File: src/rtl/buzzer_scheduler.sv
// Arbitrates the piezo buzzer between alarm, hourly chime and key-press feedback,
// producing each source's on/off cadence from the 1 ms tick plus alarm snooze/timeout.
module buzzer_scheduler #(
    parameter int TONE_DIV         = 2500,
    parameter int BEEP_MS          = 50,
    parameter int CHIME_ON_MS      = 150,
    parameter int CHIME_GAP_MS     = 150,
    parameter int CHIME_PULSES     = 2,
    parameter int ALARM_ON_MS      = 500,
    parameter int ALARM_OFF_MS     = 500,
    parameter int ALARM_TIMEOUT_MS = 60000,
    parameter int SNOOZE_MS        = 300000
) (
    input  logic       clk,
    input  logic       rst,
    input  logic       tick_ms,
    input  logic       alarm_req,
    input  logic       chime_req,
    input  logic       key_beep_pulse,
    input  logic       alarm_off_pulse,
    input  logic       snooze_pulse,
    output logic       buzzer,
    output logic [1:0] active_src,
    output logic       snoozing,
    output logic       alarm_clear
);

    localparam int TONE_W = (TONE_DIV > 1) ? $clog2(TONE_DIV) : 1;

    localparam logic [TONE_W-1:0] TONE_LAST    = TONE_W'(TONE_DIV - 1);
    localparam logic [19:0]       BEEP_LAST    = 20'(BEEP_MS - 1);
    localparam logic [19:0]       CH_ON_LAST   = 20'(CHIME_ON_MS - 1);
    localparam logic [19:0]       CH_GAP_LAST  = 20'(CHIME_GAP_MS - 1);
    localparam logic [19:0]       PULSE_LAST   = 20'(CHIME_PULSES);
    localparam logic [19:0]       AL_ON_LAST   = 20'(ALARM_ON_MS - 1);
    localparam logic [19:0]       AL_OFF_LAST  = 20'(ALARM_OFF_MS - 1);
    localparam logic [19:0]       TIMEOUT_LAST = 20'(ALARM_TIMEOUT_MS - 1);
    localparam logic [19:0]       SNOOZE_LAST  = 20'(SNOOZE_MS - 1);

    typedef enum logic [2:0] {
        IDLE,
        KEY,
        CH_ON,
        CH_GAP,
        AL_ON,
        AL_OFF,
        SNOOZE
    } state_t;

    state_t              state;
    state_t              state_nxt;
    logic [19:0]         dur_cnt;
    logic [19:0]         to_cnt;
    logic [19:0]         pulse_cnt;
    logic [19:0]         pulse_nxt;
    logic                chime_pend;
    logic                pend_nxt;
    logic                chime_q;
    logic                armed;
    logic                tone;
    logic                tone_nxt;
    logic                tone_wrap;
    logic [TONE_W-1:0]   tone_cnt;
    logic                restart;
    logic                to_clear;
    logic                clear_evt;
    logic                chime_edge;
    logic                alarm_go;

    function automatic logic expired(input logic tick, input logic [19:0] cnt,
                                     input logic [19:0] last);
        return tick && (cnt == last);
    endfunction

    function automatic logic gate_on(input state_t s);
        return (s == KEY) || (s == CH_ON) || (s == AL_ON);
    endfunction

    function automatic logic [1:0] src_of(input state_t s);
        case (s)
            KEY:                   return 2'd1;
            CH_ON, CH_GAP:         return 2'd2;
            AL_ON, AL_OFF, SNOOZE: return 2'd3;
            default:               return 2'd0;
        endcase
    endfunction

    assign chime_edge = chime_req & ~chime_q;
    assign alarm_go   = alarm_req & armed;
    assign tone_wrap  = (tone_cnt == TONE_LAST);
    assign tone_nxt   = tone ^ tone_wrap;

    always_comb begin
        state_nxt = state;
        pulse_nxt = pulse_cnt;
        pend_nxt  = chime_pend;
        restart   = 1'b0;
        to_clear  = 1'b0;
        clear_evt = 1'b0;
        case (state)
            IDLE: begin
                if (alarm_go) begin
                    state_nxt = AL_ON;
                    to_clear  = 1'b1;
                end else if (chime_edge) begin
                    state_nxt = CH_ON;
                    pulse_nxt = 20'd1;
                end else if (key_beep_pulse) begin
                    state_nxt = KEY;
                end
            end
            KEY: begin
                if (alarm_go) begin
                    state_nxt = AL_ON;
                    to_clear  = 1'b1;
                    pend_nxt  = 1'b0;
                end else if (expired(tick_ms, dur_cnt, BEEP_LAST)) begin
                    pend_nxt = 1'b0;
                    if (chime_pend || chime_edge) begin
                        state_nxt = CH_ON;
                        pulse_nxt = 20'd1;
                    end else begin
                        state_nxt = IDLE;
                    end
                end else if (chime_edge) begin
                    pend_nxt = 1'b1;
                end
            end
            CH_ON: begin
                if (alarm_go) begin
                    state_nxt = AL_ON;
                    to_clear  = 1'b1;
                end else if (expired(tick_ms, dur_cnt, CH_ON_LAST)) begin
                    state_nxt = CH_GAP;
                end
            end
            CH_GAP: begin
                if (alarm_go) begin
                    state_nxt = AL_ON;
                    to_clear  = 1'b1;
                end else if (expired(tick_ms, dur_cnt, CH_GAP_LAST)) begin
                    if (pulse_cnt >= PULSE_LAST) begin
                        state_nxt = IDLE;
                    end else begin
                        state_nxt = CH_ON;
                        pulse_nxt = pulse_cnt + 20'd1;
                    end
                end
            end
            AL_ON, AL_OFF: begin
                // dismiss and timeout both hand the clear back upstream
                if (alarm_off_pulse || expired(tick_ms, to_cnt, TIMEOUT_LAST)) begin
                    state_nxt = IDLE;
                    clear_evt = 1'b1;
                end else if (!alarm_req) begin
                    state_nxt = IDLE;
                end else if (snooze_pulse) begin
                    state_nxt = SNOOZE;
                end else if (state == AL_ON && expired(tick_ms, dur_cnt, AL_ON_LAST)) begin
                    state_nxt = AL_OFF;
                end else if (state == AL_OFF && expired(tick_ms, dur_cnt, AL_OFF_LAST)) begin
                    state_nxt = AL_ON;
                end
            end
            SNOOZE: begin
                if (alarm_off_pulse) begin
                    state_nxt = IDLE;
                    clear_evt = 1'b1;
                end else if (!alarm_req) begin
                    state_nxt = IDLE;
                end else if (snooze_pulse) begin
                    restart = 1'b1;
                end else if (expired(tick_ms, dur_cnt, SNOOZE_LAST)) begin
                    state_nxt = AL_ON;
                end
            end
            default: begin
                state_nxt = IDLE;
            end
        endcase
    end

    always_ff @(posedge clk or posedge rst) begin
        if (rst) begin
            state       <= IDLE;
            dur_cnt     <= '0;
            to_cnt      <= '0;
            pulse_cnt   <= '0;
            chime_pend  <= 1'b0;
            chime_q     <= 1'b0;
            armed       <= 1'b1;
            tone        <= 1'b0;
            tone_cnt    <= '0;
            buzzer      <= 1'b0;
            active_src  <= 2'd0;
            snoozing    <= 1'b0;
            alarm_clear <= 1'b0;
        end else begin
            state      <= state_nxt;
            pulse_cnt  <= pulse_nxt;
            chime_pend <= pend_nxt;
            chime_q    <= chime_req;
            tone       <= tone_nxt;
            tone_cnt   <= tone_wrap ? '0 : tone_cnt + TONE_W'(1);

            if (restart || (state_nxt != state)) begin
                dur_cnt <= '0;
            end else if (tick_ms) begin
                dur_cnt <= dur_cnt + 20'd1;
            end

            // ring time accumulates across snoozes; only a fresh alarm restarts it
            if (to_clear) begin
                to_cnt <= '0;
            end else if (tick_ms && (state == AL_ON || state == AL_OFF)) begin
                to_cnt <= to_cnt + 20'd1;
            end

            if (clear_evt) begin
                armed <= 1'b0;
            end else if (!alarm_req) begin
                armed <= 1'b1;
            end

            buzzer      <= tone_nxt & gate_on(state_nxt);
            active_src  <= src_of(state_nxt);
            snoozing    <= (state_nxt == SNOOZE);
            alarm_clear <= clear_evt;
        end
    end

endmodule

File: config.mk
export PLATFORM = sky130hd
export DESIGN_NAME = buzzer_scheduler
export DESIGN_NICKNAME = d
export VERILOG_FILES = /design/src/rtl/buzzer_scheduler.sv
export SDC_FILE = /design/constraint.sdc
export NUM_CORES = 1
export LEC_CHECK = 0
export ABC_AREA = 0
export ABC_CLOCK_PERIOD_IN_PS = 2700
export BUFFER_PORTS_ARGS = -buffer_cell sky130_fd_sc_hd__buf_2
export CORE_UTILIZATION = 50
export DETAILED_ROUTE_END_ITERATION = 12
export GPL_TIMING_DRIVEN = 0
export PLACE_DENSITY = 0.69
export SYNTH_ARGS = -nofsm -noshare
export SYNTH_HDL_FRONTEND = slang
export SYNTH_SLANG_ARGS = --single-unit
File: constraint.sdc
create_clock -name clk -period 2.7 [get_ports clk]
set_input_delay 0.135 -clock clk [delete_from_list [all_inputs] [get_ports clk]]
set_output_delay 0.135 -clock clk [all_outputs]
set_load 0.005 [all_outputs]
==> metrics.txt, run 1 <==
vias in the first global route 3711; Ports 13; Netlist Area Pre-Place 4433 sq um; Avg Inst Size Synth 9.412 sq um; Post-Place Cell Area 4676 sq um; final worst slack -92.67 ps; area share of the largest cell type after synthesis 0.4685; Initial Utilization 0.5289; initial antenna violation count 0; post-synth net total 485; dpl cells 589; Gate Count Post-Synth 471; # fillers 718; layout cells sized above 1 0.1843; CTS Buf Count 9; Worst Hold Class input port to flip-flop; # setup viols final 28; DRT iter0 DRCs 206; Setup crit start kind flip-flop; Longest Clk Path Bufs 2; reg-to-reg endpoint pulse_cnt[5]; critical path class flip-flop to flip-flop; post-layout net count 530; Placement Setup Slack -318.4 ps; peak fanout along the critical path 5; Area Overhead vs Synth 17.47%; Yosys top cell by area dfrtp_1; DR vias 3653; Clk Latency, worst-skew pair 360 ps; CTS H-Tree Depth 3; overall power 3.956 mW; Critical Path RT 2990 ps; Critical Path, Cell by Cell or4_4 -> or4_4 -> o31ai_1 -> o21ai_2 -> or4_4 -> a21oi_2; Power Density 759.6 nW/um^2; Area contributors post-synth dfrtp_1 (47%), nor2_1 (5.3%), xnor2_1 (5.1%), xor2_1 (4.0%), nor3_1 (3.8%); data arrival time of the critical path 3080 ps; Seq/Total Area, Yosys 0.4745; Final Non-Filler Cells 626; Hold Crit Start snooze_pulse; Critical Path Max Stage Delay 550 ps; Via density 5.835; Worst Hold Endpoint snoozing; Rows 33; YS warnings 0; clock skew 13.52 ps; Buf/Inv on CP 0; Root Driver clkbuf_8; CTS tree built; Tot GR Track Use 0.2451; Post-synth EDFFs 0; fin. max-slew vios 0; relative slew slack 0.5746; area of the die 9247 sq um; f_max 358.1 MHz; r2r worst-path depth 6; Leakage Power 2.264 nW; critical path endpoint category flip-flop; Port Buffers 12; Core Box Area 8382 sq um; Die Width 96.16 um; die height 96.16 um; Synth Register Bits 84; DR pass1 iterations 5; routability cong. 0.8420; hold path depth 2; dominant synthesized flop cell dfrtp_1; Crit path max-delay family simple AND/OR/NAND/NOR gates; DPL Wire Length 6.800 mm; fin crit period 2793 ps; flop-to-flop setup slack -90 ps; Post-route DRC 0; unrepaired setup endpoints after global routing true; routed wire length 10.29 mm; status finished with violations; # diodes 0; failing checks negative setup slack; largest net degree at the start of global routing 52; slowest cell on the critical path or4_4; Yosys cell types 58; RR Startpoint dur_cnt[16]; Congestion Overflow GR 0; max_cap viols 0; Sink Count 84; final instance area 5207 sq um; VDD IR-drop max 0.3670 mV; commonest non-fill, non-tap cell in the layout dfrtp_1; Reg clk slew, reported paths 90 ps; final period utilization 1.034; share of synthesized registers carrying an async set or reset 1.000; final hold vios 0; Final ANT Viol Nets 0; Top cell by count, worst path or4_4; global-route wire length before repair 17.33 mm; Least-Margin Pin Slew 635.7 ps; WL/cell 16.44 um; commonest non-fill, non-tap cells in the layout dfrtp_1 (83), nor2_1 (61), nand2_1 (30)
==> cell type report <==
| class | instances | area [sq um] | share of cell area |
|---|---|---|---|
| Buffer | 16 | 101.3 | 0.01946 |
| Sequential cell | 84 | 2103 | 0.4039 |
| Inverter | 17 | 66.31 | 0.01273 |
| Timing Repair Buffer | 35 | 261.5 | 0.05022 |
| Multi-Input combinational cell | 353 | 2316 | 0.4447 |
| Clock buffer | 9 | 123.9 | 0.02379 |
| Tap cell | 105 | 131.4 | 0.02523 |
| Clock inverter | 7 | 103.9 | 0.01994 |
==> stage by stage <==
stage	setup TNS [ps]	util	hold slack, ps
after floorplan	0	-	166.4
after global placement	-53030	0.5543	253.3
after detailed placement	-8137	0.5578	186.0
after CTS	-106.4	0.6071	120.9
after global routing	-4128	0.6213	132.7
final	-1155	0.6213	141.1
==> where the power goes <==
part,switching (mW),total [mW],internal [mW]
Clock,0.490,1.02,0.534
Combinational,0.935,1.49,0.552
Sequential,0.0867,1.45,1.36
Total,1.51,3.96,2.44
==> registers in the layout (all words and copies together), names as in the netlist <==
name,flops
alarm_clear,1
dur_cnt,20
state,3
pulse_cnt,20
chime_pend,1
buzzer,1
active_src,2
armed,1
snoozing,1
tone,1
to_cnt,20
chime_q,1
tone_cnt,12
==> per-layer routing <==
metal	vias up	share of wire	track usage
li1	1769	-	-
met1	1778	0.46	0.3204
met2	85	0.48	0.3966
met3	21	0.043	0.04028
met4	0	0.018	0.1132
met5	-	0	0
==> cell usage after synthesis, types with 3 or more instances <==
cell type	number
a21oi_1	12
a31oi_1	8
a41oi_1	6
and2_1	6
and3_1	15
buf_2	5
clkbuf_1	10
dfrtp_1	83
ha_1	6
inv_1	16
nand2_1	30
nand2b_1	5
nand3_1	27
nand4_1	14
nor2_1	63
nor3_1	34
nor4_1	10
nor4bb_1	4
o21a_1	4
o21ai_0	9
o31a_1	3
o31ai_1	3
or2_2	5
or3_1	3
or4_1	6
xnor2_1	26
xor2_1	20
==> cells by family (layout without fill, tap and decap cells) <==
kind of cell,count (synthesis),in the layout,synth area share
simple gates,236,236,0.2769
xor+xnor,46,46,0.09088
fa+ha+maj,6,6,0.01693
buf+inv,34,84,0.03189
compound gates,63,63,0.1044
flops,84,84,0.4745
mux,2,2,0.004516
==> how the worst max path moves through the flow <==
stage,from,endpoint,slack [ps],depth (start not counted)
after floorplan,dur_cnt[9],dur_cnt[19],10,9
after global placement,rst,pulse_cnt[14],-560,2
after detailed placement,dur_cnt[9],dur_cnt[9],-320,9
after CTS,dur_cnt[16],pulse_cnt[5],-40,6
after global routing,dur_cnt[15],dur_cnt[2],-160,9
final,dur_cnt[16],pulse_cnt[5],-90,6
==> repair_timing <==
item / in CTS / in global routing
gates cloned: 2 / 1
gates resized for setup: 20 / 20
setup buffers: 11 / 5
pin swaps: 12 / 4
hold buffers: 3 / 0
endpoints found under the setup margin: 37 / 38
endpoints found under the hold margin: 35 / 0
Power figures use the tool's default switching activity.
==> run 2, diff against run 1 <==
--- a/config.mk
+++ b/config.mk
@@ -15,3 +15,4 @@
 export SYNTH_ARGS = -nofsm -noshare
 export SYNTH_HDL_FRONTEND = slang
 export SYNTH_SLANG_ARGS = --single-unit
+export TNS_END_PERCENT = 1
==> metrics.txt, run 2 (synthesis results as in run 1) <==
status finished with violations; global-route wire length before repair 17.21 mm (-0.68%); # diodes 0 (unchanged); routed wire length 9.933 mm (-3.5%); routability cong. 0.8420 (unchanged); Reg clk slew, reported paths 90 ps (about the same); dpl cells 589 (unchanged); VDD IR-drop max 0.3608 mV (-1.7%); unrepaired setup endpoints after global routing true; top flop regs dur_cnt x20, pulse_cnt x20, to_cnt x20; CTS H-Tree Depth 3 (unchanged); Final Non-Filler Cells 619 (-1.1%); initial antenna violation count 0 (unchanged); layout cells sized above 1 0.1518 (-0.03251); Via density 5.835 (about the same); Port Buffers 12 (unchanged); Initial Utilization 0.5289 (unchanged); Setup crit start kind flip-flop; relative slew slack 0.5830 (+0.008398); Critical Path RT 2960 ps (-30 ps); final worst slack -87.63 ps (+5.041 ps); Power Density 751.1 nW/um^2 (-1.1%); DR pass1 iterations 5 (unchanged); Die Width 96.16 um (unchanged); f_max 358.7 MHz (+0.18%); DR vias 3612 (-1.1%); Final ANT Viol Nets 0 (unchanged); commonest non-fill, non-tap cells in the layout dfrtp_1 (83), nor2_1 (63), nand2_1 (30); final period utilization 1.032 (-0.001867); Placement Setup Slack -318.4 ps (unchanged); Clk Latency, worst-skew pair 360 ps (about the same); Leakage Power 2.214 nW (-2.2%); clock skew 13.27 ps (-0.2502 ps); DPL Wire Length 6.800 mm (unchanged); DRT iter0 DRCs 233 (+13%); vias in the first global route 3692 (-0.51%); post-layout net count 523 (-1.3%); CTS tree built; Post-route DRC 0 (unchanged); commonest non-fill, non-tap cell in the layout dfrtp_1; critical path class flip-flop to flip-flop; largest net degree at the start of global routing 52 (unchanged); max_cap viols 0 (unchanged); critical path endpoint category flip-flop; fin. max-slew vios 0 (unchanged); Sink Count 84 (unchanged); failing checks negative setup slack; Ports 13 (unchanged); fin crit period 2788 ps (-5.041 ps); WL/cell 16.05 um (-2.4%); area of the die 9247 sq um (unchanged); data arrival time of the critical path 3050 ps (-30 ps); Root Driver clkbuf_8; # fillers 736 (+2.5%); fin util 0.6067 (-0.01463); Least-Margin Pin Slew 623.2 ps (-12.55 ps); final hold vios 0 (unchanged); CTS Buf Count 9 (unchanged); Longest Clk Path Bufs 2 (unchanged); Area Overhead vs Synth 14.71%; Rows 33 (unchanged); die height 96.16 um (unchanged); # setup viols final 24 (-14%); peak fanout along the critical path 10 (+5); Tot GR Track Use 0.2425 (-0.002533); Core Box Area 8382 sq um (unchanged); Worst Hold Class input port to flip-flop; Congestion Overflow GR 0 (unchanged)
-- run 2: cell types whose count changed in the layout (fill, tap and decap cells not counted), sizes merged --
cell	change
buf	-7
-- run 2: per-layer routing --
layer	wire length, um	global-route usage	part of all wire
met5	0	0	0
met4	199	0.1007	0.020
met3	462	0.03712	0.047
met2	4695	0.3972	0.47
met1	4575	0.3194	0.46
-- run 2: what timing repair did --
action                     CTS  global route
pin swaps                   12             3
gates cloned                 2             0
buffers inserted            10             0
gates resized for setup     15             8
setup endpoints to repair   37            38
hold endpoints to repair    35             0
hold buffers                 3             0
-- run 2: worst max-delay path, cell delays in order (launching register included) --
cell and delay (ps):
dfrtp_1 430, or4_4 510, or4_4 530, o31a_1 290
a221oi_2 220, nand2_1 140, a2bb2oi_2 190, buf_6 170
nor3_1 210
-- run 2: where the power goes --
part / leakage (nW) / total [mW] / internal (mW) / switching [mW]
clock network: 0.115 / 1.02 / 0.534 / 0.487
registers: 1.14 / 1.45 / 1.36 / 0.0874
logic: 0.962 / 1.35 / 0.496 / 0.856
total: 2.21 / 3.82 / 2.39 / 1.43
-- run 2: cell type report --
type,count,area [sq um],area share
Buffer,16,97.59,0.01919
Clock buffer,9,123.9,0.02436
Clock inverter,7,103.9,0.02042
Inverter,17,66.31,0.01304
Multi-Input combinational cell,353,2253,0.4432
Sequential cell,84,2103,0.4136
Tap cell,105,131.4,0.02584
Timing Repair Buffer,28,205.2,0.04035
-- run 2: per-stage QoR --
step           hold slack, ps  instance area (sq um)  TNS (ps)  power [mW]
2_1_floorplan           166.4                   4454         0       2.317
3_3_place_gp            253.3                   4646    -53030       2.606
3_5_place_dp            186.0                   4676     -8137       2.633
4_1_cts                 120.9                   5059    -216.4       3.802
5_1_grt                 140.5                   5085     -4014       4.033
6_report                135.7                   5085     -1340       3.819
-- run 2: final timing paths --
check | from | end | slack, ps | cells after the start
worst max-delay path | dur_cnt[17] | dur_cnt[19] | -90 | 8
worst min-delay path | snooze_pulse | snoozing | 140 | 2
worst max register to register | dur_cnt[17] | dur_cnt[19] | -90 | 8
worst min register to register | tone | tone | 470 | 1
max in group asynchronous | rst | armed | 1730 | 4
min in group asynchronous | rst | active_src[0] | 340 | 3
